File: src/rtl/mc_ctrl_pkg.sv
// Shared types and encodings for the multicycle main-control sequencer.
// State enum, opcode constants, ALUOp / ALU B-source encodings and the Moore control decode.
package mc_ctrl_pkg;

    typedef enum logic [3:0] {
        FETCH,
        DECODE,
        EXEC_R,
        EXEC_I,
        ALU_WB,
        MEM_ADDR,
        MEM_RD,
        MEM_WB,
        MEM_WR,
        BRANCH,
        HALT
    } state_t;

    localparam logic [6:0] OP_R      = 7'b0110011;
    localparam logic [6:0] OP_I      = 7'b0010011;
    localparam logic [6:0] OP_LOAD   = 7'b0000011;
    localparam logic [6:0] OP_STORE  = 7'b0100011;
    localparam logic [6:0] OP_BRANCH = 7'b1100011;

    localparam logic [1:0] ALUOP_ADD  = 2'd0;
    localparam logic [1:0] ALUOP_SUB  = 2'd1;
    localparam logic [1:0] ALUOP_FUNC = 2'd2;

    localparam logic [1:0] SRCB_RS2  = 2'd0;
    localparam logic [1:0] SRCB_FOUR = 2'd1;
    localparam logic [1:0] SRCB_IMM  = 2'd2;

    typedef struct packed {
        logic       mem_req;
        logic       mem_we;
        logic       iord;
        logic       pc_write_cond;
        logic       pc_src;
        logic       alu_src_a;
        logic [1:0] alu_src_b;
        logic [1:0] alu_op;
        logic       reg_write;
        logic       mem_to_reg;
    } ctrl_t;

    // Pure Moore decode; ir_write/pc_write are handled separately because they depend on mem_ready.
    function automatic ctrl_t decode_ctrl(input state_t s);
        ctrl_t c;
        c = '0;
        case (s)
            FETCH: begin
                c.mem_req   = 1'b1;
                c.iord      = 1'b0;
                c.alu_src_a = 1'b0;
                c.alu_src_b = SRCB_FOUR;
                c.alu_op    = ALUOP_ADD;
            end
            DECODE: begin
                c.alu_src_a = 1'b0;
                c.alu_src_b = SRCB_IMM;
                c.alu_op    = ALUOP_ADD;
            end
            EXEC_R: begin
                c.alu_src_a = 1'b1;
                c.alu_src_b = SRCB_RS2;
                c.alu_op    = ALUOP_FUNC;
            end
            EXEC_I: begin
                c.alu_src_a = 1'b1;
                c.alu_src_b = SRCB_IMM;
                c.alu_op    = ALUOP_FUNC;
            end
            ALU_WB: begin
                c.reg_write  = 1'b1;
                c.mem_to_reg = 1'b0;
            end
            MEM_ADDR: begin
                c.alu_src_a = 1'b1;
                c.alu_src_b = SRCB_IMM;
                c.alu_op    = ALUOP_ADD;
            end
            MEM_RD: begin
                c.mem_req = 1'b1;
                c.iord    = 1'b1;
            end
            MEM_WB: begin
                c.reg_write  = 1'b1;
                c.mem_to_reg = 1'b1;
            end
            MEM_WR: begin
                c.mem_req = 1'b1;
                c.mem_we  = 1'b1;
                c.iord    = 1'b1;
            end
            BRANCH: begin
                c.alu_src_a     = 1'b1;
                c.alu_src_b     = SRCB_RS2;
                c.alu_op        = ALUOP_SUB;
                c.pc_write_cond = 1'b1;
                c.pc_src        = 1'b1;
            end
            default: c = '0;
        endcase
        return c;
    endfunction

endpackage

File: src/rtl/mc_ctrl_fsm_wait_timer.sv
// Memory-request watchdog: counts unanswered request cycles and pulses expire at TIMEOUT.
// TIMEOUT = 0 disables expiry entirely.
module mc_wait_timer #(
    parameter int TIMEOUT = 16,
    parameter int TW      = 5
) (
    input  logic clk,
    input  logic rst,
    input  logic active,
    input  logic done,
    output logic expire
);

    logic [TW-1:0] cnt;

    // A ready in the same cycle as the terminal count wins over expiry.
    assign expire = (TIMEOUT != 0) && active && !done && (cnt == TW'(TIMEOUT));

    always_ff @(posedge clk or posedge rst) begin
        if (rst) begin
            cnt <= '0;
        end else if (!active || done || expire) begin
            cnt <= '0;
        end else begin
            cnt <= cnt + 1'b1;
        end
    end

endmodule

File: src/rtl/mc_ctrl_fsm.sv
// Multicycle RV32I main-control sequencer with memory handshake watchdog.
// Optional MC_CTRL_ILLEGAL_TRAP_EN: unknown opcodes trap into HALT and raise a sticky illegal flag.
//
// state    | meaning
// FETCH    | read instruction at PC, PC <= PC+4 on mem_ready
// DECODE   | read registers, precompute branch target in ALUOut
// EXEC_R   | ALU on rs1, rs2 with funct decode
// EXEC_I   | ALU on rs1, immediate with funct decode
// ALU_WB   | write ALUOut to rd
// MEM_ADDR | compute load/store effective address
// MEM_RD   | load request at ALUOut
// MEM_WB   | write MDR to rd
// MEM_WR   | store request at ALUOut
// BRANCH   | compare rs1 - rs2, load branch target if zero
// HALT     | illegal-opcode trap (only with MC_CTRL_ILLEGAL_TRAP_EN)
module mc_ctrl_fsm
    import mc_ctrl_pkg::*;
#(
    parameter int TIMEOUT = 16,
    parameter int TW      = 5
) (
    input  logic       clk,
    input  logic       rst,
    input  logic [6:0] opcode,
    input  logic       zero,
    input  logic       mem_ready,
    output logic       mem_req,
    output logic       mem_we,
    output logic       iord,
    output logic       ir_write,
    output logic       pc_write,
    output logic       pc_write_cond,
    output logic       pc_src,
    output logic       alu_src_a,
    output logic [1:0] alu_src_b,
    output logic [1:0] alu_op,
    output logic       reg_write,
    output logic       mem_to_reg,
`ifdef MC_CTRL_ILLEGAL_TRAP_EN
    output logic       illegal,
`endif
    output logic       bus_err,
    output logic       busy
);

    state_t state;
    state_t state_nxt;
    ctrl_t  ctrl;
    logic   expire;
    logic   fetch_entry;

    // zero is consumed by the datapath, gated there by pc_write_cond.
    logic unused_zero;
    assign unused_zero = zero;

    mc_wait_timer #(
        .TIMEOUT(TIMEOUT),
        .TW     (TW)
    ) u_wait_timer (
        .clk   (clk),
        .rst   (rst),
        .active(ctrl.mem_req),
        .done  (mem_ready),
        .expire(expire)
    );

    always_comb begin
        state_nxt = state;
        case (state)
            FETCH: begin
                if (mem_ready) begin
                    state_nxt = DECODE;
                end else begin
                    state_nxt = FETCH;
                end
            end
            DECODE: begin
                case (opcode)
                    OP_R:               state_nxt = EXEC_R;
                    OP_I:               state_nxt = EXEC_I;
                    OP_LOAD, OP_STORE:  state_nxt = MEM_ADDR;
                    OP_BRANCH:          state_nxt = BRANCH;
`ifdef MC_CTRL_ILLEGAL_TRAP_EN
                    default:            state_nxt = HALT;
`else
                    default:            state_nxt = FETCH;
`endif
                endcase
            end
            EXEC_R:   state_nxt = ALU_WB;
            EXEC_I:   state_nxt = ALU_WB;
            ALU_WB:   state_nxt = FETCH;
            MEM_ADDR: state_nxt = (opcode == OP_LOAD) ? MEM_RD : MEM_WR;
            MEM_RD: begin
                if (mem_ready) begin
                    state_nxt = MEM_WB;
                end else if (expire) begin
                    state_nxt = FETCH;
                end
            end
            MEM_WB:   state_nxt = FETCH;
            MEM_WR: begin
                if (mem_ready || expire) begin
                    state_nxt = FETCH;
                end
            end
            BRANCH:   state_nxt = FETCH;
            HALT:     state_nxt = HALT;
            default:  state_nxt = FETCH;
        endcase
    end

    // A watchdog abort from FETCH back into FETCH counts as a fresh fetch.
    assign fetch_entry = (state_nxt == FETCH) && ((state != FETCH) || expire);

    always_ff @(posedge clk or posedge rst) begin
        if (rst) begin
            state   <= FETCH;
            ctrl    <= decode_ctrl(FETCH);
            bus_err <= 1'b0;
            busy    <= 1'b0;
`ifdef MC_CTRL_ILLEGAL_TRAP_EN
            illegal <= 1'b0;
`endif
        end else begin
            state <= state_nxt;
            ctrl  <= decode_ctrl(state_nxt);
            busy  <= !fetch_entry;
            if (expire) begin
                bus_err <= 1'b1;
            end
`ifdef MC_CTRL_ILLEGAL_TRAP_EN
            if (state_nxt == HALT) begin
                illegal <= 1'b1;
            end
`endif
        end
    end

    assign ir_write      = (state == FETCH) && mem_ready;
    assign pc_write      = (state == FETCH) && mem_ready;
    assign mem_req       = ctrl.mem_req;
    assign mem_we        = ctrl.mem_we;
    assign iord          = ctrl.iord;
    assign pc_write_cond = ctrl.pc_write_cond;
    assign pc_src        = ctrl.pc_src;
    assign alu_src_a     = ctrl.alu_src_a;
    assign alu_src_b     = ctrl.alu_src_b;
    assign alu_op        = ctrl.alu_op;
    assign reg_write     = ctrl.reg_write;
    assign mem_to_reg    = ctrl.mem_to_reg;

endmodule

File: config.mk
export PLATFORM = sky130hd
export DESIGN_NAME = mc_ctrl_fsm
export DESIGN_NICKNAME = d
export VERILOG_FILES = /design/src/rtl/mc_ctrl_pkg.sv /design/src/rtl/mc_ctrl_fsm_wait_timer.sv /design/src/rtl/mc_ctrl_fsm.sv
export SDC_FILE = /design/constraint.sdc
export NUM_CORES = 1
export LEC_CHECK = 0
export BUFFER_PORTS_ARGS = -buffer_cell sky130_fd_sc_hd__buf_4
export CORE_MARGIN = 2
export CORE_UTILIZATION = 51
export DETAILED_ROUTE_END_ITERATION = 16
export PLACE_DENSITY = 0.84
export SLEW_MARGIN = 20
export SYNTH_ARGS = -nofsm -noshare
export SYNTH_HDL_FRONTEND = slang
export SYNTH_SLANG_ARGS = --single-unit
File: constraint.sdc
create_clock -name clk -period 3 [get_ports clk]
set_clock_uncertainty 0.2 [all_clocks]
set_input_delay 0.45 -clock clk [delete_from_list [all_inputs] [get_ports clk]]
set_output_delay 0.45 -clock clk [all_outputs]
set_load 0.02 [all_outputs]
Word-level counts from Yosys, hierarchy flattened
Cells that the tools add are included.
{"block": "totals", "out_inout_bits": 16, "ff_bits": 23, "wordCells": 69}
{"block": "classes", "reduce_logical": 18, "eq_ne": 22, "n_addsub": 1, "n_mux": 14}
{"op": "5-bit case mux with 6 select lines", "count": 1}
{"op": "4-bit case mux with 7 select lines", "count": 1}
{"op": "4-bit by 3-bit equality test with 1-bit output, second input constant", "count": 6}
{"op": "4-bit by 2-bit equality test with 1-bit output, second input constant", "count": 4}
{"op": "4-bit equality test, second input constant", "count": 4}
{"op": "4-bit two-way mux", "count": 4}
{"op": "4-bit case mux with 4 select lines", "count": 1}
{"op": "7-bit by 6-bit equality test with 1-bit output, second input constant", "count": 2}
{"op": "4-bit by 1-bit equality test with 1-bit output, second input constant", "count": 2}
{"op": "4-bit zero test", "count": 2}
{"op": "7-bit by 2-bit equality test with 1-bit output, second input constant", "count": 1}
{"op": "7-bit by 5-bit equality test with 1-bit output, second input constant", "count": 1}
{"op": "7-bit equality test, second input constant", "count": 1}
{"op": "2-bit OR reduction", "count": 3}
{"op": "5-bit by 1-bit adder with 5-bit output, second input constant", "count": 1}
{"op": "5-bit equality test, second input constant", "count": 1}
{"op": "5-bit two-way mux", "count": 1}
{"op": "1-bit logical AND", "count": 4}
{"op": "1-bit logical OR", "count": 4}
{"op": "1-bit two-way mux", "count": 4}
{"op": "2-bit case mux with 2 select lines", "count": 1}
{"op": "4-bit nonzero test", "count": 1}
{"op": "1-bit zero test", "count": 3}
{"op": "3-bit OR reduction", "count": 1}
{"op": "2-bit two-way mux", "count": 1}

Longest topological paths before layout
Gate-level depths: netlist of the first run.
{"block": "depth", "word_depth": 9, "ltp_mapped": 6}

Modules after synthesis
A second synthesis of the first run with hierarchy kept.
{"block": "unflattened", "hier_cells": 96, "hier_area_um2": 1063.5}
{"mod": "mc_ctrl_fsm", "area_each_um2": 787.0, "cells_each": 71, "n_inst": 1}
{"mod": "mc_wait_timer", "area_each_um2": 276.5, "cells_each": 25, "n_inst": 1}

Worst setup path after synthesis of the first run
OpenSTA, ideal clock, no wires.
{"block": "synth_path", "path_kind": "register to register", "from": "register u_wait_timer.cnt[0]", "to": "register busy", "required_ps": 2661, "path_stages_with_launch": 7, "period_less_slack_ps": 2271, "t_arrival_ps": 1933, "slack_ps": 729, "path_cell_list": "dfrtp_1 -> inv_1 -> ha_1 -> and4bb_1 -> a21oi_2 -> or4_1 -> or4_1"}
{"block": "synth_between", "elab_chain_cells": 8, "elab_cells_between_ends": 11}
{"item": "from (decl)", "line": "mc_ctrl_fsm_wait_timer.sv:14", "rtl": "logic [TW-1:0] cnt;"}
{"item": "from (signal assigned)", "line": "mc_ctrl_fsm_wait_timer.sv:25", "rtl": "cnt <= cnt + 1'b1;"}
{"item": "5-bit equality test *", "line": "mc_ctrl_fsm_wait_timer.sv:17", "rtl": "assign expire = (TIMEOUT != 0) && active && !done && (cnt == TW'(TIMEOUT));"}
{"item": "1-bit logical AND *", "line": "mc_ctrl_fsm_wait_timer.sv:17"}
{"item": "4-bit two-way mux or 1-bit logical OR (tied branches)", "line": "mc_ctrl_fsm.sv:97, mc_ctrl_fsm.sv:103"}
{"item": "4-bit two-way mux (on tied branches)", "line": "mc_ctrl_fsm.sv:95, mc_ctrl_fsm.sv:103"}
{"item": "4-bit case mux with 7 select lines", "line": "mc_ctrl_fsm.sv:69", "rtl": "case (state)"}
{"item": "4-bit zero test", "line": "mc_ctrl_fsm.sv:114", "rtl": "assign fetch_entry = (state_nxt == FETCH) && ((state != FETCH) || expire);"}
{"item": "1-bit logical AND *", "line": "mc_ctrl_fsm.sv:114"}
{"item": "1-bit zero test *", "line": "mc_ctrl_fsm.sv:128", "rtl": "busy <= !fetch_entry;"}
{"item": "to (signal assigned)", "line": "mc_ctrl_fsm.sv:128"}
{"item": "to (decl)", "line": "mc_ctrl_fsm.sv:43", "rtl": "output logic busy"}
Mark *: on every way between the ends. The rest lies on a longest branch, timed or not.
A chain may end at the register's enable or synchronous reset.

Worst setup path in the final report of the first run
Ends and elaborated chain as after synthesis.

==> impl_metrics.json, run 1 <==
{
  "status": "completed",
  "period_share_pct": 80.4,
  "p_per_area_mw_per_mm2": 427,
  "wl_per_cell_microns": 13.5,
  "root_buffer": "clkbuf_4",
  "final-setup-viol-count": 0,
  "grt_pass1_wl_microns": 3400,
  "worstSetupEndpointType": "flop",
  "hold_viol": 0,
  "totalWireLength_microns": 2060,
  "rsz0062_at_grt": "false",
  "arrival_ns": 2.39,
  "start_kind": "flop",
  "cts_buffers": 3,
  "row_count": 16,
  "ys_warn_count": 0,
  "largest_reg_flops": 5,
  "seqCellArea_sq_um": 553,
  "grt_remaining_overflow": 0,
  "setup.worst_path.end": "busy",
  "avgSynthCellArea_sq_um": 10.5,
  "vias_per_cell": 5.55,
  "multiInputGateArea_sq_um": 444,
  "worstPathMaxFanout": 4,
  "clock_sinks": 22,
  "relSlewSlack_pct": 49.2,
  "final_nets": 139,
  "clkLatencyLatePin_ns": 0.30,
  "fin_ws_ns": 0.587,
  "cts.reportedPaths.clkPinSlew_ns": 0.12,
  "seq_area_frac_synth_pct": 52.5,
  "hpwl_microns": 1470,
  "gp_congestion": 0.888,
  "grt_usage_pct": 18.1,
  "vdd.ir_drop.worst_mv": 0.316,
  "tightest_slew_ns": 0.761,
  "dpl_worst_slack_ns": 0.605,
  "ctsResizeCount": 0,
  "postCtsSetupRepairBufs": 0,
  "async_flop_share_pct": 100,
  "critPathLaunch": "u_wait_timer.cnt[0]",
  "synthCells": 100,
  "area_delta_synth_final_pct": 22.3,
  "dr_total_vias": 843,
  "finalMaxSlewViolations": 0,
  "worstReg2RegStart": "u_wait_timer.cnt[0]",
  "yosysTopAreaCellShare_pct": 47.5,
  "rr_endpoint": "busy",
  "r2r_slack_ns": 0.59,
  "top_register": "u_wait_timer.cnt",
  "synth_edf_count": 0,
  "port_buffers": 25,
  "initial_core_util_pct": 53.7,
  "cts_tree": "done",
  "ys_types": 39,
  "fmax_mhz": 414,
  "drtAntennaViolNets": 0,
  "maxCapViolCount": 0,
  "synth_ff_type": "dfrtp_1",
  "reg_top3": "u_wait_timer.cnt x5, state x4",
  "leakage_nw": 0.633,
  "fillers": 164,
  "first_global_vias": 761,
  "min_period_ns": 2.41,
  "yosysTopAreaCell": "dfrtp_1",
  "antenna_cells": 0,
  "dr.pass1.iters": 4,
  "path_class": "flop to flop",
  "die_h_microns": 49.5,
  "final.setup.tns_ns": 0,
  "grt_start_max_net_pins": 23,
  "critPathRequiredTime_ns": 2.98,
  "hold_class": "input port to asynchronous set/reset pin",
  "drive_gt1_share_pct": 28.0,
  "fin_util_pct": 65.7,
  "design.portCount": 27,
  "synth_seq_cells": 22,
  "die_w_microns": 49.5,
  "initialDrtViolationCount": 35,
  "core_area_sq_mm": 0.00196,
  "cts_buffer_depth": 2,
  "synth_top_cells_by_area": "dfrtp_1 48%, dfstp_2 5.0%, inv_1 3.2%",
  "reg2reg_depth": 6,
  "drc": 0,
  "netlist_area_sq_mm": 0.00105,
  "antenna_found_initial": 0,
  "ctsHoldBuffers": 0,
  "synthesis.nets": 113,
  "cts-htree-levels": 1,
  "dieArea_sq_mm": 0.00245
}
## through the flow
step | power (mW) | hold slack (ns) | instance area, sq um | std cells
2_1_floorplan | 0.367 | 0.238 | 1050 | 100
3_3_place_gp | 0.395 | 0.252 | 1250 | 148
3_5_place_dp | 0.397 | 0.261 | 1250 | 148
4_1_cts | 0.552 | 0.101 | 1290 | 152
5_1_grt | 0.572 | 0.135 | 1290 | 152
6_report | 0.550 | 0.0732 | 1290 | 152
## layout by cell type, fill, tap and decap left out, types with 3 or more instances in the layout
| master | instances |
|---|---|
| nand2_1 | 3 |
| nor3_1 | 4 |
| nand2b_1 | 3 |
| a21oi_1 | 3 |
| dfrtp_1 | 20 |
| buf_4 | 25 |
| clkbuf_4 | 3 |
| nor2_1 | 9 |
| inv_1 | 9 |
## worst min path at each step
| stage | cells past startpoint | end | slack (ns) | start |
|---|---|---|---|---|
| after floorplan | 1 | alu_op[0] | 0.24 | rst |
| after global placement | 1 | bus_err | 0.25 | bus_err |
| after detailed placement | 1 | bus_err | 0.26 | bus_err |
| after CTS | 2 | mem_to_reg | 0.10 | rst |
| after global routing | 2 | mem_to_reg | 0.14 | rst |
| final | 2 | iord | 0.07 | rst |
## worst max-delay path: stages, from the launching register on
cell and delay [ns]:
dfrtp_1 0.42, inv_1 0.07, ha_1 0.14, and4bb_1 0.28
a21oi_2 0.11, or4_1 0.54, or4_1 0.53
## layout make-up
class / instances / share of cell area [%]
inverters: 9 / 2.62
multi-input cells: 65 / 34.5
clock buffers: 4 / 2.82
well taps: 27 / 2.62
flip-flops and latches: 22 / 42.9
repair buffers: 25 / 14.6
## routing by layer
| metal | global-route usage [%] | wire [microns] |
|---|---|---|
| met1 | 23.6 | 880 |
| met2 | 31.1 | 1010 |
| met3 | 2.12 | 135 |
| met4 | 6.94 | 28 |
| met5 | 0 | 0 |
## kinds of logic (layout without fill, tap and decap cells)
logic type | count (synthesis) | after routing | synth area share (%)
AO/OA/AOI/OAI | 15 | 15 | 9.86
XOR/XNOR | 4 | 4 | 3.33
adder cells (fa/ha/maj) | 2 | 2 | 2.37
buffers and inverters | 13 | 38 | 5.34
flip-flops | 22 | 22 | 52.5
AND/OR/NAND/NOR | 44 | 44 | 26.6
## cells in the mapped netlist (2+ instances only)
master / instances
or3_1: 2
ha_1: 2
nand3_1: 2
dfrtp_1: 20
o21ai_0: 2
clkbuf_1: 2
xor2_1: 2
and3_1: 2
a21oi_1: 3
nand2b_1: 3
nor2b_1: 2
inv_1: 9
xnor2_1: 2
nor2_1: 9
or4_1: 2
buf_4: 2
nor3_1: 4
dfstp_2: 2
and2_1: 2
nor4_1: 2
a211oi_1: 2
nand2_1: 3
nand4bb_1: 2
o21a_1: 2
## where the power goes
| group | switching, mW | internal, mW | total, mW | leakage (nW) |
|---|---|---|---|---|
| combinational | 0.0429 | 0.0327 | 0.0756 | 0.320 |
| clock | 0.0837 | 0.0740 | 0.158 | 0.0210 |
| sequential | 0.00837 | 0.309 | 0.317 | 0.292 |
| total | 0.135 | 0.415 | 0.550 | 0.633 |
Power figures use the tool's default switching activity.
==> inputs of run 2 (changes only) <==
Settings changed: ABC_AREA set to 1, CORE_UTILIZATION 51 to 53, PLACE_DENSITY 0.84 to 0.85.
Clock period 3 ns to 2.4 ns, I/O delays scaled along.
==> run 2 against run 1 <==
Effect of this change: the run now ends with hold timing left; area after synthesis up 19%; critical path depth unchanged; first-iteration DRC count down 60%; via count up 9.6%; sequential power up 24%; sequential share of layout area down 6.3 points.
==> impl_metrics.json, run 2 <==
{
  "initialDrtViolationCount": 14,
  "cts-htree-levels": 1,
  "wl_per_cell_microns": 11.9,
  "worstPathMaxFanout": 4,
  "grt_pass1_wl_microns": 3840,
  "final_common_cell": "buf_4",
  "design.portCount": 27,
  "core_area_sq_mm": 0.00221,
  "pwr-share-comb_pct": 15.0,
  "synth_mux_area_share_pct": 0,
  "synth_top_cells_by_area": "dfrtp_1 40%, nand2_1 6.3%, inv_1 5.4%",
  "yosysTopAreaCell": "dfrtp_1",
  "vias_per_cell": 4.94,
  "dp_cells": 183,
  "root_buffer": "clkbuf_4",
  "hpwl_microns": 1830,
  "area_delta_synth_final_pct": 20.8,
  "totalWireLength_microns": 2230,
  "final-setup-viol-count": 0,
  "drtAntennaViolNets": 0,
  "switching_share_pct": 24.4,
  "finalMaxSlewViolations": 0,
  "postCtsSetupRepairBufs": 0,
  "synth_top_family_by_area": "simple AND/OR/NAND/NOR gates",
  "p_per_area_mw_per_mm2": 527,
  "drive_gt1_share_pct": 44.0,
  "cts.reportedPaths.clkPinSlew_ns": 0.12,
  "antenna_found_initial": 0,
  "seq_area_frac_synth_pct": 44.2,
  "ys_types": 25,
  "synth_most_common_cell": "nand2_1",
  "reg_top3": "u_wait_timer.cnt x5, state x4",
  "start_kind": "flop",
  "final_cells": 187,
  "yosysTopAreaCellShare_pct": 40.0,
  "antenna_cells": 0,
  "port_buffers": 25,
  "leakage_nw": 0.821,
  "arrival_ns": 1.45,
  "final_nets": 173,
  "synth_ff_type": "dfrtp_1",
  "ys_warn_count": 0,
  "use_met3_pct": 4.29,
  "min_period_ns": 2.01,
  "worstSetupEndpointType": "primary output",
  "initial_core_util_pct": 56.5,
  "top_register": "u_wait_timer.cnt",
  "relSlewSlack_pct": 47.5,
  "grt_remaining_overflow": 0,
  "fillers": 185,
  "clockPowerShare_pct": 35.6,
  "row_count": 17,
  "critPathRequiredTime_ns": 1.84,
  "cts_buffers": 3,
  "avgSynthCellArea_sq_um": 9.47,
  "largest_reg_flops": 5,
  "layout_common_cells": "25 x buf_4, 21 x nand2_1, 20 x dfrtp_1, 18 x inv_1, 15 x nor2_1",
  "vdd.ir_drop.worst_mv": 0.388,
  "fin_hold_ws_ns": -0.0142,
  "grt_use_met2_pct": 36.3,
  "yosys-top-cells-count": "21 x nand2_1, 20 x dfrtp_1, 18 x inv_1",
  "die_h_microns": 52.6,
  "grt_start_max_net_pins": 23,
  "path_class": "flop to primary output",
  "hold_viol": 20,
  "fin_util_pct": 68.3,
  "die_w_microns": 52.6,
  "place_area_sq_mm": 0.00146,
  "grt_use_met1_pct": 20.6,
  "tightest_slew_ns": 0.787,
  "synthSimpleGateAreaFrac_pct": 40.8,
  "gp_congestion": 0.775,
  "clkLatencyLatePin_ns": 0.31,
  "dieArea_sq_mm": 0.00276,
  "clock_sinks": 22,
  "status": "complete, but fails checks",
  "internal-power_mw": 0.602,
  "ctsHoldBuffers": 0,
  "final_area_sq_mm": 0.00151,
  "netlist_area_sq_mm": 0.00125,
  "drc": 0,
  "cts_tree": "done",
  "async_flop_share_pct": 100,
  "synthCells": 132,
  "hold_class": "input port to asynchronous set/reset pin",
  "period_share_pct": 84.0,
  "p_seq_share_pct": 49.4,
  "maxCapViolCount": 0,
  "first_global_vias": 972,
  "synth_xor_area_share_pct": 2.10,
  "ctsResizeCount": 0,
  "synth_compound_area_share_pct": 1.20,
  "rsz0062_at_grt": "false",
  "grt_usage_pct": 19.1,
  "p_sw_mw": 0.194,
  "synth_fa_ha_area_share_pct": 2.00,
  "dr.pass1.iters": 4,
  "synth_edf_count": 0,
  "violations": "hold timing",
  "synthesis.nets": 145,
  "busiest_layer": "met2",
  "synth_seq_cells": 22,
  "power.total_mw": 0.796,
  "fmax_mhz": 496,
  "dr_total_vias": 924,
  "final.setup.tns_ns": 0,
  "cts_buffer_depth": 2
}
-- run 2: changes by cell type after synthesis, sizes merged, moves of 4 or more --
cell   delta
a21oi     -4
nand3    +10
nor2     +17
nand2    +30
nor3      -4
inv      +16
-- run 2: layer usage --
layer	share of wire, %	vias up
met2	54	27
li1	-	449
met3	4.3	4
met4	1.5	0
met1	40	444
met5	0	-
-- run 2: path summary, 6_finish.rpt --
path / depth (start not counted) / slack, ns / end / startpoint
max: 6 / 0.39 / ir_write / state[3]
min: 2 / -0.01 / state[2] / rst
max reg2reg: 11 / 0.71 / alu_src_b[0] / u_wait_timer.cnt[0]
min reg2reg: 2 / 0.29 / bus_err / bus_err
max in group asynchronous: 2 / 1.53 / alu_src_a / rst
min in group clk: 4 / 0.16 / bus_err / mem_ready
-- run 2: logic make-up after synthesis --
group                    count (synthesis)
buffers and inverters                   28
flip-flops                              22
adder cells (fa/ha/maj)                  2
AO/OA/AOI/OAI                            3
AND/OR/NAND/NOR                         74
XOR/XNOR                                 3
-- run 2: area by class of cell --
type | instances | area [sq um] | area share (%)
multi-input cells | 82 | 577 | 38.2
flip-flops and latches | 22 | 553 | 36.6
repair buffers | 25 | 188 | 12.4
inverters | 26 | 105 | 6.96
well taps | 28 | 35.0 | 2.32
clock inverters | 1 | 30.0 | 1.99
clock buffers | 3 | 22.5 | 1.49
-- run 2: power by group through the flow --
stage / registers, mW / clock network, mW / logic [mW]
finish: 0.393 / 0.284 / 0.119
global route: 0.394 / 0.305 / 0.132
CTS: 0.393 / 0.288 / 0.121
detailed placement: 0.400 / 0 / 0.120
global placement: 0.400 / 0 / 0.117
floorplan: 0.409 / 0 / 0.0716
-- run 2: metrics by stage --
stage | hold slack, ns | worst slack (ns)
after global routing | 0.0542 | 0.279
after floorplan | 0.148 | 0.706
final | -0.0142 | 0.385
after detailed placement | 0.253 | 0.736
after global placement | 0.251 | 0.766
after CTS | 0.00565 | 0.375
-- run 2: critical path: stages (launching register included) --
cell and delay [ns]:
dfrtp_1 0.44, inv_2 0.11, nand2_4 0.08, nor2_1 0.18
nand2_2 0.11, inv_1 0.09, buf_4 0.14
